File: src/rtl/riscv_lsu_pkg.sv
// Shared definitions for the RISC-V load/store unit: funct3 size codes, FSM states
// and size normalisation. Optional feature macro: RISCV_LSU_MISALIGN_TRAP_EN (see riscv_lsu_bus).
package riscv_lsu_pkg;

  localparam logic [2:0] LDST_B  = 3'd0;
  localparam logic [2:0] LDST_H  = 3'd1;
  localparam logic [2:0] LDST_W  = 3'd2;
  localparam logic [2:0] LDST_BU = 3'd4;
  localparam logic [2:0] LDST_HU = 3'd5;

  typedef enum logic [1:0] {
    IDLE = 2'd0,
    BUSY = 2'd1,
    DONE = 2'd2
  } lsu_state_t;

  // Codes 3, 6 and 7 have no encoding of their own and behave as word accesses.
  function automatic logic [2:0] norm_size(input logic [2:0] size);
    logic [2:0] res;
    case (size)
      LDST_B, LDST_H, LDST_BU, LDST_HU: res = size;
      default:                          res = LDST_W;
    endcase
    return res;
  endfunction

endpackage

File: src/rtl/riscv_lsu_lane.sv
// Combinational lane logic: byte enables and store replication for the bus width,
// plus load extraction with sign/zero extension.
module riscv_lsu_lane
  import riscv_lsu_pkg::*;
#(
  parameter int BUS_W = 32,
  parameter int OFF_W = $clog2(BUS_W / 8)
) (
  input  logic [OFF_W-1:0]   i_off,
  input  logic [2:0]         i_size,
  input  logic [31:0]        i_wd,
  input  logic [BUS_W-1:0]   i_rd,
  output logic [BUS_W/8-1:0] o_be,
  output logic [BUS_W-1:0]   o_wd,
  output logic [31:0]        o_rd
);

  localparam int BE_W = BUS_W / 8;

  logic [31:0] w_shift;

  assign w_shift = 32'(i_rd >> {i_off, 3'b000});

  // Select enables, replicated store data and extended load data by access size.
  always_comb begin
    o_be = {BE_W{1'b0}};
    o_wd = {BUS_W{1'b0}};
    o_rd = 32'h0;
    case (i_size)
      LDST_B: begin
        o_be = BE_W'(4'h1) << i_off;
        o_wd = {BE_W{i_wd[7:0]}};
        o_rd = {{24{w_shift[7]}}, w_shift[7:0]};
      end
      LDST_BU: begin
        o_be = BE_W'(4'h1) << i_off;
        o_wd = {BE_W{i_wd[7:0]}};
        o_rd = {24'h0, w_shift[7:0]};
      end
      LDST_H: begin
        o_be = BE_W'(4'h3) << i_off;
        o_wd = {(BUS_W / 16){i_wd[15:0]}};
        o_rd = {{16{w_shift[15]}}, w_shift[15:0]};
      end
      LDST_HU: begin
        o_be = BE_W'(4'h3) << i_off;
        o_wd = {(BUS_W / 16){i_wd[15:0]}};
        o_rd = {16'h0, w_shift[15:0]};
      end
      default: begin
        o_be = BE_W'(4'hF) << i_off;
        o_wd = {(BUS_W / 32){i_wd}};
        o_rd = w_shift;
      end
    endcase
  end

endmodule

File: src/rtl/riscv_lsu_bus.sv
// Load/store unit bridging the single-cycle core to a variable-latency data memory.
// Define RISCV_LSU_MISALIGN_TRAP_EN to trap misaligned accesses (adds misalign_o).
module riscv_lsu_bus
  import riscv_lsu_pkg::*;
#(
  parameter int BUS_W          = 32,
  parameter int TIMEOUT_CYCLES = 16
) (
  input  logic               clk_i,
  input  logic               rst_i,
  input  logic               core_req_i,
  input  logic               core_we_i,
  input  logic [2:0]         core_size_i,
  input  logic [31:0]        core_addr_i,
  input  logic [31:0]        core_wd_i,
  output logic [31:0]        core_rd_o,
  output logic               core_stall_o,
  output logic               bus_err_o,
  output logic               mem_req_o,
  output logic               mem_we_o,
  output logic [BUS_W/8-1:0] mem_be_o,
  output logic [31:0]        mem_addr_o,
  output logic [BUS_W-1:0]   mem_wd_o,
  input  logic [BUS_W-1:0]   mem_rd_i,
  input  logic               mem_ready_i
`ifdef RISCV_LSU_MISALIGN_TRAP_EN
  ,
  output logic               misalign_o
`endif
);

  localparam int OFF_W = $clog2(BUS_W / 8);
  localparam int BE_W  = BUS_W / 8;
  localparam int CNT_W = (TIMEOUT_CYCLES > 2) ? $clog2(TIMEOUT_CYCLES) : 1;
  localparam logic [CNT_W-1:0] CNT_LAST = CNT_W'((TIMEOUT_CYCLES > 0) ? TIMEOUT_CYCLES - 1 : 0);

  lsu_state_t       r_state, w_next;
  logic [OFF_W-1:0] r_off, w_raw_off, w_off, w_lane_off;
  logic [2:0]       r_size, w_size, w_lane_size;
  logic [CNT_W-1:0] r_cnt;
  logic             r_mem_req, r_mem_we, r_err;
  logic [BE_W-1:0]  r_mem_be, w_be;
  logic [31:0]      r_mem_addr, r_rd, w_lane_rd;
  logic [BUS_W-1:0] r_mem_wd, w_wd;
  logic             w_trap, w_timeout, w_stall;

  assign w_size    = norm_size(core_size_i);
  assign w_raw_off = core_addr_i[OFF_W-1:0];
  assign w_timeout = (TIMEOUT_CYCLES != 0) && (r_cnt == CNT_LAST);

`ifdef RISCV_LSU_MISALIGN_TRAP_EN
  logic r_mis;
  assign w_trap = ((w_size == LDST_H) || (w_size == LDST_HU)) ? w_raw_off[0] :
                  ((w_size == LDST_W) ? (|w_raw_off[1:0]) : 1'b0);
  assign misalign_o = r_mis;
`else
  assign w_trap = 1'b0;
`endif

  // Misaligned offsets are forced down to the natural boundary of the access size.
  always_comb begin
    w_off = w_raw_off;
    case (w_size)
      LDST_H, LDST_HU: w_off[0]   = 1'b0;
      LDST_W:          w_off[1:0] = 2'b00;
      default:         w_off      = w_raw_off;
    endcase
  end

  // One lane instance: IDLE formats the incoming store, later states extract the load.
  assign w_lane_off  = (r_state == IDLE) ? w_off  : r_off;
  assign w_lane_size = (r_state == IDLE) ? w_size : r_size;

  riscv_lsu_lane #(
    .BUS_W (BUS_W)
  ) u_lane (
    .i_off  (w_lane_off),
    .i_size (w_lane_size),
    .i_wd   (core_wd_i),
    .i_rd   (mem_rd_i),
    .o_be   (w_be),
    .o_wd   (w_wd),
    .o_rd   (w_lane_rd)
  );

  // State register.
  always_ff @(posedge clk_i or posedge rst_i) begin
    if (rst_i) begin
      r_state <= IDLE;
    end else begin
      r_state <= w_next;
    end
  end

  // Next state and core stall.
  always_comb begin
    w_next  = r_state;
    w_stall = 1'b0;
    case (r_state)
      IDLE: begin
        w_stall = core_req_i;
        if (core_req_i) begin
          w_next = w_trap ? DONE : BUSY;
        end else begin
          w_next = IDLE;
        end
      end
      BUSY: begin
        w_stall = 1'b1;
        if (mem_ready_i || w_timeout) begin
          w_next = DONE;
        end else begin
          w_next = BUSY;
        end
      end
      DONE: begin
        w_stall = 1'b0;
        w_next  = IDLE;
      end
      default: begin
        w_stall = core_req_i;
        w_next  = IDLE;
      end
    endcase
  end

  // Request capture, completion and timeout; ready wins over a coincident timeout.
  always_ff @(posedge clk_i or posedge rst_i) begin
    if (rst_i) begin
      r_off      <= {OFF_W{1'b0}};
      r_size     <= 3'd0;
      r_cnt      <= {CNT_W{1'b0}};
      r_mem_req  <= 1'b0;
      r_mem_we   <= 1'b0;
      r_mem_be   <= {BE_W{1'b0}};
      r_mem_addr <= 32'h0;
      r_mem_wd   <= {BUS_W{1'b0}};
      r_rd       <= 32'h0;
      r_err      <= 1'b0;
`ifdef RISCV_LSU_MISALIGN_TRAP_EN
      r_mis      <= 1'b0;
`endif
    end else begin
      r_err <= 1'b0;
`ifdef RISCV_LSU_MISALIGN_TRAP_EN
      r_mis <= 1'b0;
`endif
      case (r_state)
        IDLE: begin
          if (core_req_i && w_trap) begin
            r_rd <= 32'h0;
`ifdef RISCV_LSU_MISALIGN_TRAP_EN
            r_mis <= 1'b1;
`endif
          end else if (core_req_i) begin
            r_off      <= w_off;
            r_size     <= w_size;
            r_cnt      <= {CNT_W{1'b0}};
            r_mem_req  <= 1'b1;
            r_mem_we   <= core_we_i;
            r_mem_be   <= w_be;
            r_mem_addr <= {core_addr_i[31:OFF_W], {OFF_W{1'b0}}};
            r_mem_wd   <= w_wd;
          end
        end
        BUSY: begin
          if (mem_ready_i) begin
            r_rd      <= r_mem_we ? 32'h0 : w_lane_rd;
            r_mem_req <= 1'b0;
            r_mem_we  <= 1'b0;
            r_mem_be  <= {BE_W{1'b0}};
          end else begin
            r_cnt <= r_cnt + CNT_W'(1'b1);
            if (w_timeout) begin
              r_err     <= 1'b1;
              r_rd      <= 32'h0;
              r_mem_req <= 1'b0;
              r_mem_we  <= 1'b0;
              r_mem_be  <= {BE_W{1'b0}};
            end
          end
        end
        default: begin
          r_err <= 1'b0;
        end
      endcase
    end
  end

  assign core_rd_o    = r_rd;
  assign core_stall_o = w_stall;
  assign bus_err_o    = r_err;
  assign mem_req_o    = r_mem_req;
  assign mem_we_o     = r_mem_we;
  assign mem_be_o     = r_mem_be;
  assign mem_addr_o   = r_mem_addr;
  assign mem_wd_o     = r_mem_wd;

endmodule

File: config.mk
export PLATFORM = sky130hd
export DESIGN_NAME = riscv_lsu_bus
export DESIGN_NICKNAME = d
export VERILOG_FILES = /design/src/rtl/riscv_lsu_pkg.sv /design/src/rtl/riscv_lsu_lane.sv /design/src/rtl/riscv_lsu_bus.sv
export SDC_FILE = /design/constraint.sdc
export NUM_CORES = 1
export LEC_CHECK = 0
export ABC_CLOCK_PERIOD_IN_PS = 6500
export CORE_AREA = 8 8 115 117
export CTS_CLUSTER_DIAMETER = 80
export CTS_CLUSTER_SIZE = 30
export DETAILED_ROUTE_END_ITERATION = 12
export DIE_AREA = 0 0 123 125
export GPL_ROUTABILITY_DRIVEN = 0
export PLACE_DENSITY = 0.92
export SETUP_SLACK_MARGIN = 0.2
export SLEW_MARGIN = 20
export SYNTH_ARGS = -nofsm -noshare
export SYNTH_HDL_FRONTEND = slang
export SYNTH_SLANG_ARGS = --single-unit
File: constraint.sdc
create_clock -name clk_i -period 6.5 [get_ports clk_i]
set_input_delay 0.65 -clock clk_i [delete_from_list [all_inputs] [get_ports clk_i]]
set_output_delay 0.65 -clock clk_i [all_outputs]
set_load 0.01 [all_outputs]
Word-level counts from Yosys, hierarchy flattened
Index checks and enable logic that the tools add are counted.

operators by class
  reduce and logical (&&, ||, !) cells = 14
  shifts and indexed selects = 4
  muxes and demuxes = 31
  equal/unequal tests = 15
  add/sub/neg operators = 1

operators with widths
  kind                                                                   count
  32-bit case mux with 4 select lines                                    1
  32-bit two-way mux                                                     3
  32-bit case mux with 2 select lines                                    1
  32-bit by 5-bit right shift with 32-bit output                         1
  4-bit case mux with 2 select lines                                     3
  4-bit two-way mux                                                      5
  3-bit equality test, second input constant                             5
  1-bit two-way mux                                                      10
  3-bit by 1-bit equality test with 1-bit output, second input constant  3
  3-bit zero test                                                        2
  3-bit two-way mux                                                      2
  1-bit case mux with 2 select lines                                     3
  3-bit AND reduction                                                    2
  4-bit by 1-bit adder with 4-bit output, second input constant          1
  4-bit equality test, second input constant                             1
  2-bit two-way mux                                                      2
  2-bit inequality test, second input constant                           2
  2-bit case mux with 2 select lines                                     1
  2-bit AND reduction                                                    2
  2-bit nonzero test                                                     2
  2-bit OR reduction                                                     2
  4-bit OR reduction                                                     1
  1-bit by 2-bit << shifter with 4-bit output, first input constant      1
  2-bit by 2-bit << shifter with 4-bit output, first input constant      1
  other kinds (8)                                                        8

storage, ports and cells
  bits of input ports = 104
  bits in registers = 112
  output and inout bits = 104
  logic and storage cells = 76

Depth between registers and ports, before layout
Gate-level depths: netlist of the first run.

  depth in word-level cells = 11
  mapped depth = 10
  depth with buffers taken out = 8

Hierarchy
Synthesis of the first run repeated with hierarchy kept, for this count alone.

second synthesis, totals
  cell total of the unflattened synthesis = 482
  area, all modules = 5,624.1 µm²

modules (own cells, without submodules)
  module          area each (µm²)  sequential area each (µm²)  times used  cells each
  riscv_lsu_bus   4,488.1          2,802.7                     1           314
  riscv_lsu_lane  1,136.1          0.0                         1           168

Worst setup path before layout of the first run
OpenSTA, ideal clock, no wires.

  path type = reg-to-reg
  from = reg r_state[0]
  to = reg r_rd[21] (netlist: core_rd_o[21])
  slack = 4.464 ns
  data required time = 6.371 ns
  setup time = 0.129 ns
  stages on the path, launching flop included = 10
  period minus slack after synthesis = 2.036 ns
  buffers on the path = 2
  arrival time = 1.907 ns
  cells stage by stage = dfrtp_1 -> inv_1 -> ha_1 -> mux2_2 -> buf_2 -> a41oi_1 -> o21ai_1 -> o21ai_2 -> buf_6 -> a21oi_2

between the ends
  longest elaborated chain between the ends = 6
  elaborated cells on any way between the ends = 13
  those cells by class = 4 x eq/ne; 1 x shift; 5 x mux; 3 x reduce/logical

RTL lines
  element                                                                 RTL line                                                        text
  from (decl)                                                             riscv_lsu_bus.sv:37                                             lsu_state_t r_state, w_next;
  from (signal assigned)                                                  riscv_lsu_bus.sv:91                                             r_state <= w_next;
  2-bit zero test                                                         riscv_lsu_bus.sv:71, riscv_lsu_bus.sv:72, riscv_lsu_bus.sv:148
  2-bit two-way mux or 3-bit two-way mux (tied branches)                  riscv_lsu_bus.sv:71, riscv_lsu_bus.sv:72
  32-bit by 5-bit right shift with 32-bit output (tied with other cells)  riscv_lsu_lane.sv:22                                            assign w_shift = 32'(i_rd >> {i_off, 3'b000});
  32-bit case mux with 4 select lines                                     riscv_lsu_lane.sv:29                                            case (i_size)
  32-bit two-way mux                                                      riscv_lsu_bus.sv:168                                            r_rd <= r_mem_we ? 32'h0 : w_lane_rd;
  32-bit two-way mux                                                      riscv_lsu_bus.sv:167                                            if (mem_ready_i) begin
  to (signal assigned)                                                    riscv_lsu_bus.sv:168
  to (decl)                                                               riscv_lsu_bus.sv:43                                             logic [31:0] r_mem_addr, r_rd, w_lane_rd;

Several ways; a longest one is shown, not always the timed one.
A chain may end at the register's enable or synchronous reset.

Final worst setup path of the first run
  from = reg r_state[1]
  to = reg r_rd[31] (netlist: core_rd_o[31])

Same word-level chain as after synthesis.

==> impl_metrics.csv, run 1 <==
group,metric,value,unit
route,dr.pass1.iters,6,
worst_hold_path,hold_path_startpoint,"mem_wd_o[25]",
power,p_int,2201,uW
critical_path,ff2ff_setup_slack,3.37,ns
power,ir_worst_vdd,0.2485,mV
logic_synthesis,ys_ff_latch,112,
logic_synthesis,synthSimpleGateAreaFrac,0.1278,
timing,rsz0062_at_grt,"no",
timing,period_needed,3.127,ns
logic_synthesis,synthXorXnorAreaFrac,0,
critical_path,cp_max_fo,24,
worst_hold_path,hold-path-endpoint,"mem_wd_o[25]",
timing,finalMaxSlewViolations,0,
job,max_cap_violations,0,
worst_hold_path,min_path_type,"register to register",
place,place.port_buffers,205,
power,seq_power_share,0.353,
place,hpwl,12440,um
logic_synthesis,synth_warnings,0,
timing,timing.hold.ws,0.4836,ns
power,swShare,0.3501,
logic_synthesis,avgSynthCellArea,10.66,um2
logic_synthesis,synth_compound_area_frac,0.1729,
critical_path,rr_startpoint,"r_state[1]",
global_route,antenna_found_initial,0,
clock_tree,ctsHoldBuffers,0,
global_route,grt-ovfl-total,0,
final_layout,drive_above_1_share,0.1205,
critical_path,crit_arrival,3.39,ns
critical_path,cp_slowest_cell,"and2_1",
route,detail_route.wirelength,16390,um
power,p_clk_frac,0.177,
logic_synthesis,synth_edf_count,0,
critical_path,reg2reg_depth,8,
floorplan,die_x,123,um
clock_tree,clock-sinks,112,
route,antenna_left,0,
timing,max_freq,319.8,MHz
power,p_leak,0.003328,uW
clock_tree,postCtsSetupBuffers,0,
critical_path,path_buf_inv,1,
critical_path,startpoint_type,"register",
route,drc_errors,0,
critical_path,critical_path.top_delay_family,"simple AND/OR/NAND/NOR gates",
timing,worst_clock_skew,0.007511,ns
clock_tree,path_clk_slew,0.07,ns
timing,worst_pin_slew,0.9951,ns
final_layout,fin_nets,799,
final_layout,mostFrequentLayoutCells,"clkdlybuf4s50_1, dfrtp_1, nand2_1",
final_layout,area_growth_syn_to_layout,45.08,%
critical_path,critPathMaxStageDelay,0.79,ns
floorplan,initial_utilization,0.4637,
logic_synthesis,synthFlopType,"dfrtp_1",
clock_tree,cts_tree,"built",
logic_synthesis,seq_area_frac_synth,0.5206,
critical_path,cp-end-kind,"register",
status,status,"complete, no violations",
floorplan,top_level_ports,208,
global_route,grt_max_degree,99,
logic_synthesis,synth_mux_area_frac,0.1341,
final_layout,layout_commonest_cell,"clkdlybuf4s50_1",
clock_tree,clk_latency,0.35,ns
clock_tree,clk_path_buf_depth,2,
logic_synthesis,syn_area,5384,um2
floorplan,die-area,15380,um2
critical_path,path_depth,8,
route,wl_per_cell,19.42,um
logic_synthesis,ys_async_sr_fraction,1.000,
global_route,grt_pass1_vias,4862,
worst_hold_path,hold_depth,2,
logic_synthesis,netlist_instances,505,
critical_path,r2r-end,"core_rd_o[31]",
critical_path,required,6.76,ns
timing,setup_viol,0,
power,p_sw,1185,uW
final_layout,n_antenna_cell,0,
clock_tree,clockRootBuffer,"clkbuf_16",
timing,slew_headroom,0.3366,
floorplan,core_area,11610,um2
power,combinationalPowerShare,0.470,
clock_tree,cts.htree.levels,3,
clock_tree,cts_resized,0,
floorplan,rows,40,
final_layout,fin_util,0.6727,
logic_synthesis,synth_fa_ha_area_frac,0.006972,
floorplan,die_h,125,um
route,viasPerCell,5.600,
clock_tree,numCtsBuffers,9,
timing,tns,0,ns
global_route,grt_pass1_wl,25350,um
route,vias,4726,
timing,hold_viol,0,
logic_synthesis,synth_top_family_by_area,"compound AO/OA/AOI/OAI gates",
logic_synthesis,ys_types,53,
route,drt_iter0_drc,554,
critical_path,path_cells,"inv_1, ha_1, nand2b_1, and2_1, nand2_1, o21ai_1, o21ai_2, o21ai_0",
power,pwr_density_cell,433.5,nW/um2
global_route,grt_usage,0.2117,
critical_path,critPathKind,"register to register",
timing,fin_crit_sh,0.4811,
[worst max-delay path by stage]
stage	startpoint	end	slack, ns
CTS	r_state[1]	core_rd_o[28]	3.39
global route	r_state[1]	core_rd_o[28]	3.10
floorplan	rst_i	bus_err_o	2.89
detailed placement	core_size_i[1]	core_rd_o[28]	3.17
finish	r_state[1]	core_rd_o[31]	3.37
global placement	core_size_i[1]	core_rd_o[24]	3.36
[metrics by stage]
step                total power (uW)  cell area (um2)  setup slack (ns)  std cells
floorplan                       1966             5388             2.891        506
global placement                2745             7483             3.357        828
detailed placement              2810             7483             3.172        828
CTS                             3419             7807             3.389        844
global route                    3578             7811             3.104        844
finish                          3386             7811             3.373        844
[flip-flops by register name, indices dropped and copies added (netlist names)]
name        cells
r_size          3
r_state         2
mem_we_o        1
r_cnt           4
mem_addr_o     30
mem_be_o        4
mem_wd_o       32
r_off           2
mem_req_o       1
core_rd_o      32
bus_err_o       1
[tightest hold or removal path, stage by stage, from the launching register on]
cell	delay, ns
dfrtp_1	0.34
nand2_1	0.04
o21ai_0	0.06
[cell type report]
| type | instances | area [um2] |
|---|---|---|
| fill | 878 | 3800 |
| sequential | 112 | 2803 |
| multi-input combinational | 354 | 2394 |
| timing repair buffer | 208 | 2078 |
| clock buffer | 12 | 246.5 |
| tap | 147 | 183.9 |
| clock inverter | 4 | 77.57 |
| inverter | 7 | 28.78 |
[cell usage after synthesis, types with 4 or more instances]
cell / count / area, um2
a22o_1: 5 / 43.79
buf_2: 9 / 45.04
a21oi_2: 9 / 78.83
nor2_1: 7 / 26.28
inv_1: 7 / 26.28
mux2i_1: 26 / 260.3
a22oi_1: 8 / 60.06
clkbuf_1: 14 / 52.55
dfrtp_1: 112 / 2803
buf_4: 4 / 30.03
a32o_1: 8 / 80.08
o21ai_0: 46 / 230.2
a21oi_1: 19 / 95.09
nand3_1: 15 / 75.07
nand2_1: 95 / 356.6
nand2b_1: 14 / 87.58
mux2_2: 41 / 461.7
a222oi_1: 8 / 80.08
a211oi_1: 9 / 67.56
[per-layer routing]
metal	wire, um	up-vias	GRT usage	share of wire
li1	-	2185	-	-
met1	5819	2266	0.2279	0.35
met2	8214	247	0.3600	0.50
met3	1958	28	0.08461	0.12
met4	401	0	0.08646	0.024
met5	0	-	0	0
[power groups by stage]
stage / combinational [uW] / clock [uW] / sequential, uW
3_5_place_dp: 1600 / 0 / 1210
2_1_floorplan: 666 / 0 / 1300
6_report: 1590 / 601 / 1200
4_1_cts: 1610 / 613 / 1200
5_1_grt: 1710 / 637 / 1230
3_3_place_gp: 1560 / 0 / 1180
[kinds of logic (layout without fill, tap and decap cells)]
logic type | after synthesis | after routing
muxes | 67 | 67
AOI/OAI and AO/OA | 133 | 133
DFF | 112 | 112
adders and majority gates | 3 | 3
buffers and inverters | 40 | 231
other | 1 | 2
and+or+nand+nor | 149 | 149
No activity file was read; power rests on OpenSTA's default activity.
==> run 2, diff against run 1 <==
--- a/config.mk
+++ b/config.mk
@@ -5,14 +5,14 @@
 export SDC_FILE = /design/constraint.sdc
 export NUM_CORES = 1
 export LEC_CHECK = 0
-export ABC_CLOCK_PERIOD_IN_PS = 6500
-export CORE_AREA = 8 8 115 117
+export ABC_CLOCK_PERIOD_IN_PS = 2900
+export CORE_AREA = 8 8 120 122
 export CTS_CLUSTER_DIAMETER = 80
 export CTS_CLUSTER_SIZE = 30
 export DETAILED_ROUTE_END_ITERATION = 12
-export DIE_AREA = 0 0 123 125
+export DIE_AREA = 0 0 128 130
 export GPL_ROUTABILITY_DRIVEN = 0
-export PLACE_DENSITY = 0.92
+export PLACE_DENSITY = 0.85
 export SETUP_SLACK_MARGIN = 0.2
 export SLEW_MARGIN = 20
 export SYNTH_ARGS = -nofsm -noshare
==> constraint.sdc (replaced) <==
create_clock -name clk_i -period 2.9 [get_ports clk_i]
set_input_delay 0.29 -clock clk_i [delete_from_list [all_inputs] [get_ports clk_i]]
set_output_delay 0.29 -clock clk_i [all_outputs]
set_load 0.01 [all_outputs]
==> run 2 against run 1 <==
- sequential share of layout area decreased by 0.57 points
- maximum frequency increased by 27%
- flip-flop and latch count unchanged
- sequential power increased by 120%
- largest cell class unchanged
- clock power increased by 110%
- non-clock buffer count increased by 12
- cell area increased by 1.6%
- critical endpoint is now core_rd_o[9]
==> impl_metrics.csv, run 2 (same netlist as run 1, synthesis figures left out) <==
group,metric,value,unit
status,status,"complete, no violations",
floorplan,initial_utilization,0.4337,
floorplan,die-area,16640,um2
final_layout,n_antenna_cell,0,
floorplan,die_h,130,um
timing,tns,0,ns
timing,worst_pin_slew,0.9187,ns
route,drt_iter0_drc,534,
final_layout,final_area,7936,um2
place,place_area,7631,um2
power,pwr_density_cell,964.5,nW/um2
global_route,grt_max_degree,96,
clock_tree,ctsHoldBuffers,0,
clock_tree,cts_tree,"built",
place,hpwl,13640,um
timing,period_needed,2.456,ns
critical_path,cp_slowest_cell,"o31ai_2",
critical_path,r2r-end,"core_rd_o[9]",
timing,setup_viol,0,
critical_path,reg2reg_depth,7,
place,place.port_buffers,205,
critical_path,crit_arrival,2.69,ns
global_route,grtUsageMet2,0.3507,
global_route,grt_pass1_wl,27700,um
critical_path,cp-end-kind,"register",
clock_tree,path_clk_slew,0.08,ns
route,wl_per_cell,20.03,um
route,drc_errors,0,
final_layout,fin_nets,811,
final_layout,fillers,1013,
timing,hold_viol,0,
global_route,top_usage_layer,"met2",
critical_path,critPathMaxStageDelay,0.74,ns
floorplan,rows,41,
clock_tree,clock-sinks,112,
clock_tree,cts.htree.levels,3,
clock_tree,clk_latency,0.35,ns
route,dr.pass1.iters,5,
global_route,grt_usage,0.2142,
floorplan,top_level_ports,208,
timing,max_freq,407.2,MHz
timing,fin_crit_sh,0.8467,
route,vias,4839,
final_layout,mostFrequentLayoutCells,"clkdlybuf4s50_1, dfrtp_1, nand2_1",
clock_tree,clockRootBuffer,"clkbuf_16",
job,max_cap_violations,0,
critical_path,critPathKind,"register to register",
timing,finalMaxSlewViolations,0,
final_layout,layout_commonest_cell,"clkdlybuf4s50_1",
global_route,use_met3,0.09792,
clock_tree,clk_path_buf_depth,2,
critical_path,rr_startpoint,"r_state[0]",
route,antenna_left,0,
global_route,grt-ovfl-total,0,
critical_path,path_cells,"inv_1, ha_1, buf_4, o31ai_2, nor2_1, a22oi_1, nand2b_1",
worst_hold_path,min_path_type,"input port to asynchronous set/reset pin",
critical_path,startpoint_type,"register",
power,ir_worst_vdd,0.5673,mV
clock_tree,postCtsSetupBuffers,0,
power,p_leak,0.003375,uW
global_route,grt_pass1_vias,5177,
route,detail_route.wirelength,17640,um
route,viasPerCell,5.493,
clock_tree,cts_resized,0,
clock_tree,numCtsBuffers,9,
floorplan,die_x,128,um
critical_path,cp_max_fo,10,
floorplan,core_area,12410,um2
critical_path,ff2ff_setup_slack,0.44,ns
timing,rsz0062_at_grt,"no",
global_route,use_met1,0.2370,
final_layout,drive_above_1_share,0.1382,
timing,slew_headroom,0.3839,
final_layout,area_growth_syn_to_layout,47.41,%
timing,worst_clock_skew,0.007776,ns
global_route,antenna_found_initial,0,
critical_path,required,3.14,ns
run 2: cell types whose count changed in the layout (fill, tap and decap cells not counted), sizes merged:
| cell | change |
|---|---|
| buf | +12 |
| bufinv | -1 |
| clkinv | +1 |
| clkbuf | -3 |
| clkinvlp | +3 |
run 2: worst max-delay path by stage:
| stage | endpoint | cells past startpoint | start |
|---|---|---|---|
| floorplan | core_rd_o[21] | 9 | r_state[0] |
| global placement | core_rd_o[25] | 8 | core_size_i[1] |
| detailed placement | core_rd_o[25] | 8 | core_size_i[1] |
| CTS | core_rd_o[24] | 10 | r_state[1] |
| global route | core_rd_o[24] | 10 | r_state[0] |
| finish | core_rd_o[9] | 7 | r_state[0] |
run 2: per-stage QoR:
stage	util	std cells	worst slack (ns)	hold slack [ns]	power, uW
after CTS	0.6393	881	0.4550	0.4868	7722
after floorplan	-	506	0.8641	0.4299	4407
final	0.6393	881	0.4445	0.4758	7655
after detailed placement	0.6147	865	0.4095	0.4706	6412
after global placement	0.6147	865	0.5085	0.4619	6259
after global routing	0.6393	881	0.2327	0.5158	8111
run 2: per-layer routing:
metal  wire length, um  share of wire
met2              8397           0.48
met4               505          0.029
met3              2163           0.12
met5                 0              0
met1              6577           0.37
run 2: cell type report:
type                       count  area, um2  share of cell area
multi-input combinational    354       2394              0.3016
timing repair buffer         220       2190              0.2759
tap                          172      215.2             0.02712
clock buffer                   9      225.2             0.02838
inverter                       7      30.03            0.003784
sequential                   112       2803              0.3531
clock inverter                 7      80.08             0.01009
run 2: power breakdown:
part | switching, uW | internal (uW) | leakage (uW)
clock | 609 | 679 | 0.000142
combinational | 1740 | 1960 | 0.00184
sequential | 436 | 2230 | 0.00139
total | 2780 | 4870 | 0.00337
run 2: critical path: cells and delay by family (launching register included):
family / cells / cell delay (ns)
DFF: 1 / 0.35
buffers and inverters: 2 / 0.28
AOI/OAI and AO/OA: 2 / 0.99
and+or+nand+nor: 2 / 0.40
adders and majority gates: 1 / 0.31
==> run 3, diff against run 2 <==
--- a/config.mk
+++ b/config.mk
@@ -5,14 +5,14 @@
 export SDC_FILE = /design/constraint.sdc
 export NUM_CORES = 1
 export LEC_CHECK = 0
-export ABC_CLOCK_PERIOD_IN_PS = 2900
-export CORE_AREA = 8 8 120 122
+export ABC_CLOCK_PERIOD_IN_PS = 2200
+export CORE_AREA = 8 8 126 128
 export CTS_CLUSTER_DIAMETER = 80
 export CTS_CLUSTER_SIZE = 30
 export DETAILED_ROUTE_END_ITERATION = 12
-export DIE_AREA = 0 0 128 130
+export DIE_AREA = 0 0 134 136
 export GPL_ROUTABILITY_DRIVEN = 0
-export PLACE_DENSITY = 0.85
+export PLACE_DENSITY = 0.81
 export SETUP_SLACK_MARGIN = 0.2
 export SLEW_MARGIN = 20
 export SYNTH_ARGS = -nofsm -noshare
==> constraint.sdc (replaced) <==
create_clock -name clk_i -period 2.2 [get_ports clk_i]
set_input_delay 0.22 -clock clk_i [delete_from_list [all_inputs] [get_ports clk_i]]
set_output_delay 0.22 -clock clk_i [all_outputs]
set_load 0.01 [all_outputs]
==> run 3 against run 2 <==
- setup slack got worse by 0.34 ns
- non-clock buffer count increased by 30
- critical path depth increased by 4
- count of clock-buffer cells in the layout increased by 3
- combinational power increased by 46%
- first-iteration DRC count decreased by 39%
- routed wire length increased by 3.6%
- critical path type unchanged
- die area increased by 9.5%
==> impl_metrics.csv, run 3 (same netlist as run 1, synthesis figures left out) <==
group,metric,value,unit
status,status,"complete, no violations",
job,max_cap_violations,0,
place,dp_cells,887,
critical_path,required,2.43,ns
floorplan,top_level_ports,208,
timing,finalMaxSlewViolations,0,
global_route,grt_usage,0.1959,
worst_hold_path,min_path_type,"input port to asynchronous set/reset pin",
critical_path,cp-end-kind,"register",
final_layout,fin_util,0.6013,
critical_path,path_buf_inv,4,
route,drc_errors,0,
timing,worst_clock_skew,0.008569,ns
timing,hold_viol,0,
power,totalPowerFinal,10650,uW
final_layout,n_antenna_cell,0,
critical_path,path_cells,"inv_2, ha_4, buf_12, buf_12, nand3b_4, nand2_4, a221oi_2, a211oi_1, o21ai_2, buf_12, o21ai_0",
route,dr.pass1.iters,8,
global_route,grt_pass1_wl,28290,um
global_route,grt_pass1_vias,5305,
clock_tree,clk_path_buf_depth,2,
power,ir_worst_vdd,0.6524,mV
global_route,grt-ovfl-total,0,
route,vias,4927,
floorplan,rows,44,
critical_path,startpoint_type,"register",
critical_path,critical_path.top_delay_family,"compound AO/OA/AOI/OAI gates",
route,drt_iter0_drc,325,
route,antenna_left,0,
critical_path,critPathMaxStageDelay,0.39,ns
place,place.port_buffers,205,
final_layout,drive_above_1_share,0.1922,
floorplan,die-area,18220,um2
floorplan,die_h,136,um
power,p_leak,0.003589,uW
critical_path,cp_max_fo,15,
timing,rsz0062_at_grt,"yes",
clock_tree,cts.htree.levels,3,
clock_tree,clock-sinks,112,
clock_tree,ctsHoldBuffers,0,
final_layout,fin_nets,841,
global_route,grt_max_degree,50,
final_layout,layout_commonest_cell,"clkdlybuf4s50_1",
timing,setup_viol,0,
clock_tree,numCtsBuffers,9,
critical_path,cp_slowest_cell,"dfrtp_1",
route,wl_per_cell,19.80,um
final_layout,mostFrequentLayoutCells,"clkdlybuf4s50_1, dfrtp_1, nand2_1",
route,viasPerCell,5.338,
clock_tree,clk_latency,0.35,ns
floorplan,initial_utilization,0.3835,
clock_tree,path_clk_slew,0.07,ns
floorplan,core_area,14040,um2
power,pwr_density_cell,1262,nW/um2
route,detail_route.wirelength,18280,um
critical_path,crit_top_cell,"buf_12",
clock_tree,cts_tree,"built",
timing,max_freq,477.9,MHz
timing,period_needed,2.092,ns
global_route,antenna_found_initial,0,
timing,worst_pin_slew,0.5545,ns
timing,fin_crit_sh,0.9511,
critical_path,critPathKind,"register to register",
critical_path,crit_arrival,2.32,ns
clock_tree,clockRootBuffer,"clkbuf_16",
final_layout,area_growth_syn_to_layout,56.80,%
floorplan,die_x,134,um
final_layout,final_cells,923,
place,hpwl,13490,um
timing,slew_headroom,0.6198,
==> run 3: cell count changes in the layout (fill, tap and decap cells not counted), sizes merged <==
| cell | delta |
|---|---|
| buf | +28 |
| clkbuf | +5 |
| clkinvlp | -2 |
| clkdlybuf4s50 | -1 |
| dlygate4sd2 | +1 |
| inv | -1 |
==> run 3: area by class of cell <==
type                       count  area, um2
tap                          184      230.2
multi-input combinational    354       2520
clock inverter                 4      52.55
fill                        1152       5597
inverter                       7      30.03
timing repair buffer         250       2550
sequential                   112       2803
clock buffer                  12      256.5
==> run 3: what timing repair did <==
item / in CTS / in global routing
setup endpoints to repair: 41 / 76
setup buffers: 16 / 2
gates cloned: 0 / 2
pin swaps: 5 / 7
gates resized for setup: 26 / 13
==> run 3: power breakdown <==
group	internal, uW	total (uW)	switching [uW]
Sequential	2940	3530	590
Combinational	2990	5420	2420
Clock	949	1700	756
Total	6890	10700	3770
==> run 3: final timing paths <==
kind	startpoint	end	slack (ns)	cells past startpoint
hold / removal	rst_i	bus_err_o	0.26	2
min in group clk_i	core_we_i	mem_we_o	0.47	2
setup reg to reg	r_state[0]	core_rd_o[28]	0.11	11
setup / recovery	r_state[0]	core_rd_o[28]	0.11	11
max in group asynchronous	rst_i	mem_addr_o[16]	1.32	3
hold reg to reg	mem_wd_o[10]	mem_wd_o[10]	0.48	2
==> run 3: metal layers <==
metal / vias up / global-route usage / wire length (um)
li1: 2268 / - / -
met1: 2399 / 0.2165 / 6896
met2: 222 / 0.3276 / 8967
met3: 38 / 0.07650 / 1810
met4: 0 / 0.09170 / 602
met5: - / 0 / 0
==> run 3: metrics by stage <==
step | setup TNS, ns | instance area [um2] | hold WS [ns] | worst slack (ns)
after global placement | 0 | 7774 | 0.4612 | 0.005739
after global routing | 0 | 8442 | 0.3129 | 0.02949
final | 0 | 8442 | 0.2592 | 0.1077
after floorplan | 0 | 5394 | 0.3599 | 0.2179
after CTS | 0 | 8325 | 0.2850 | 0.1442
after detailed placement | -0.7022 | 7774 | 0.4699 | -0.1236
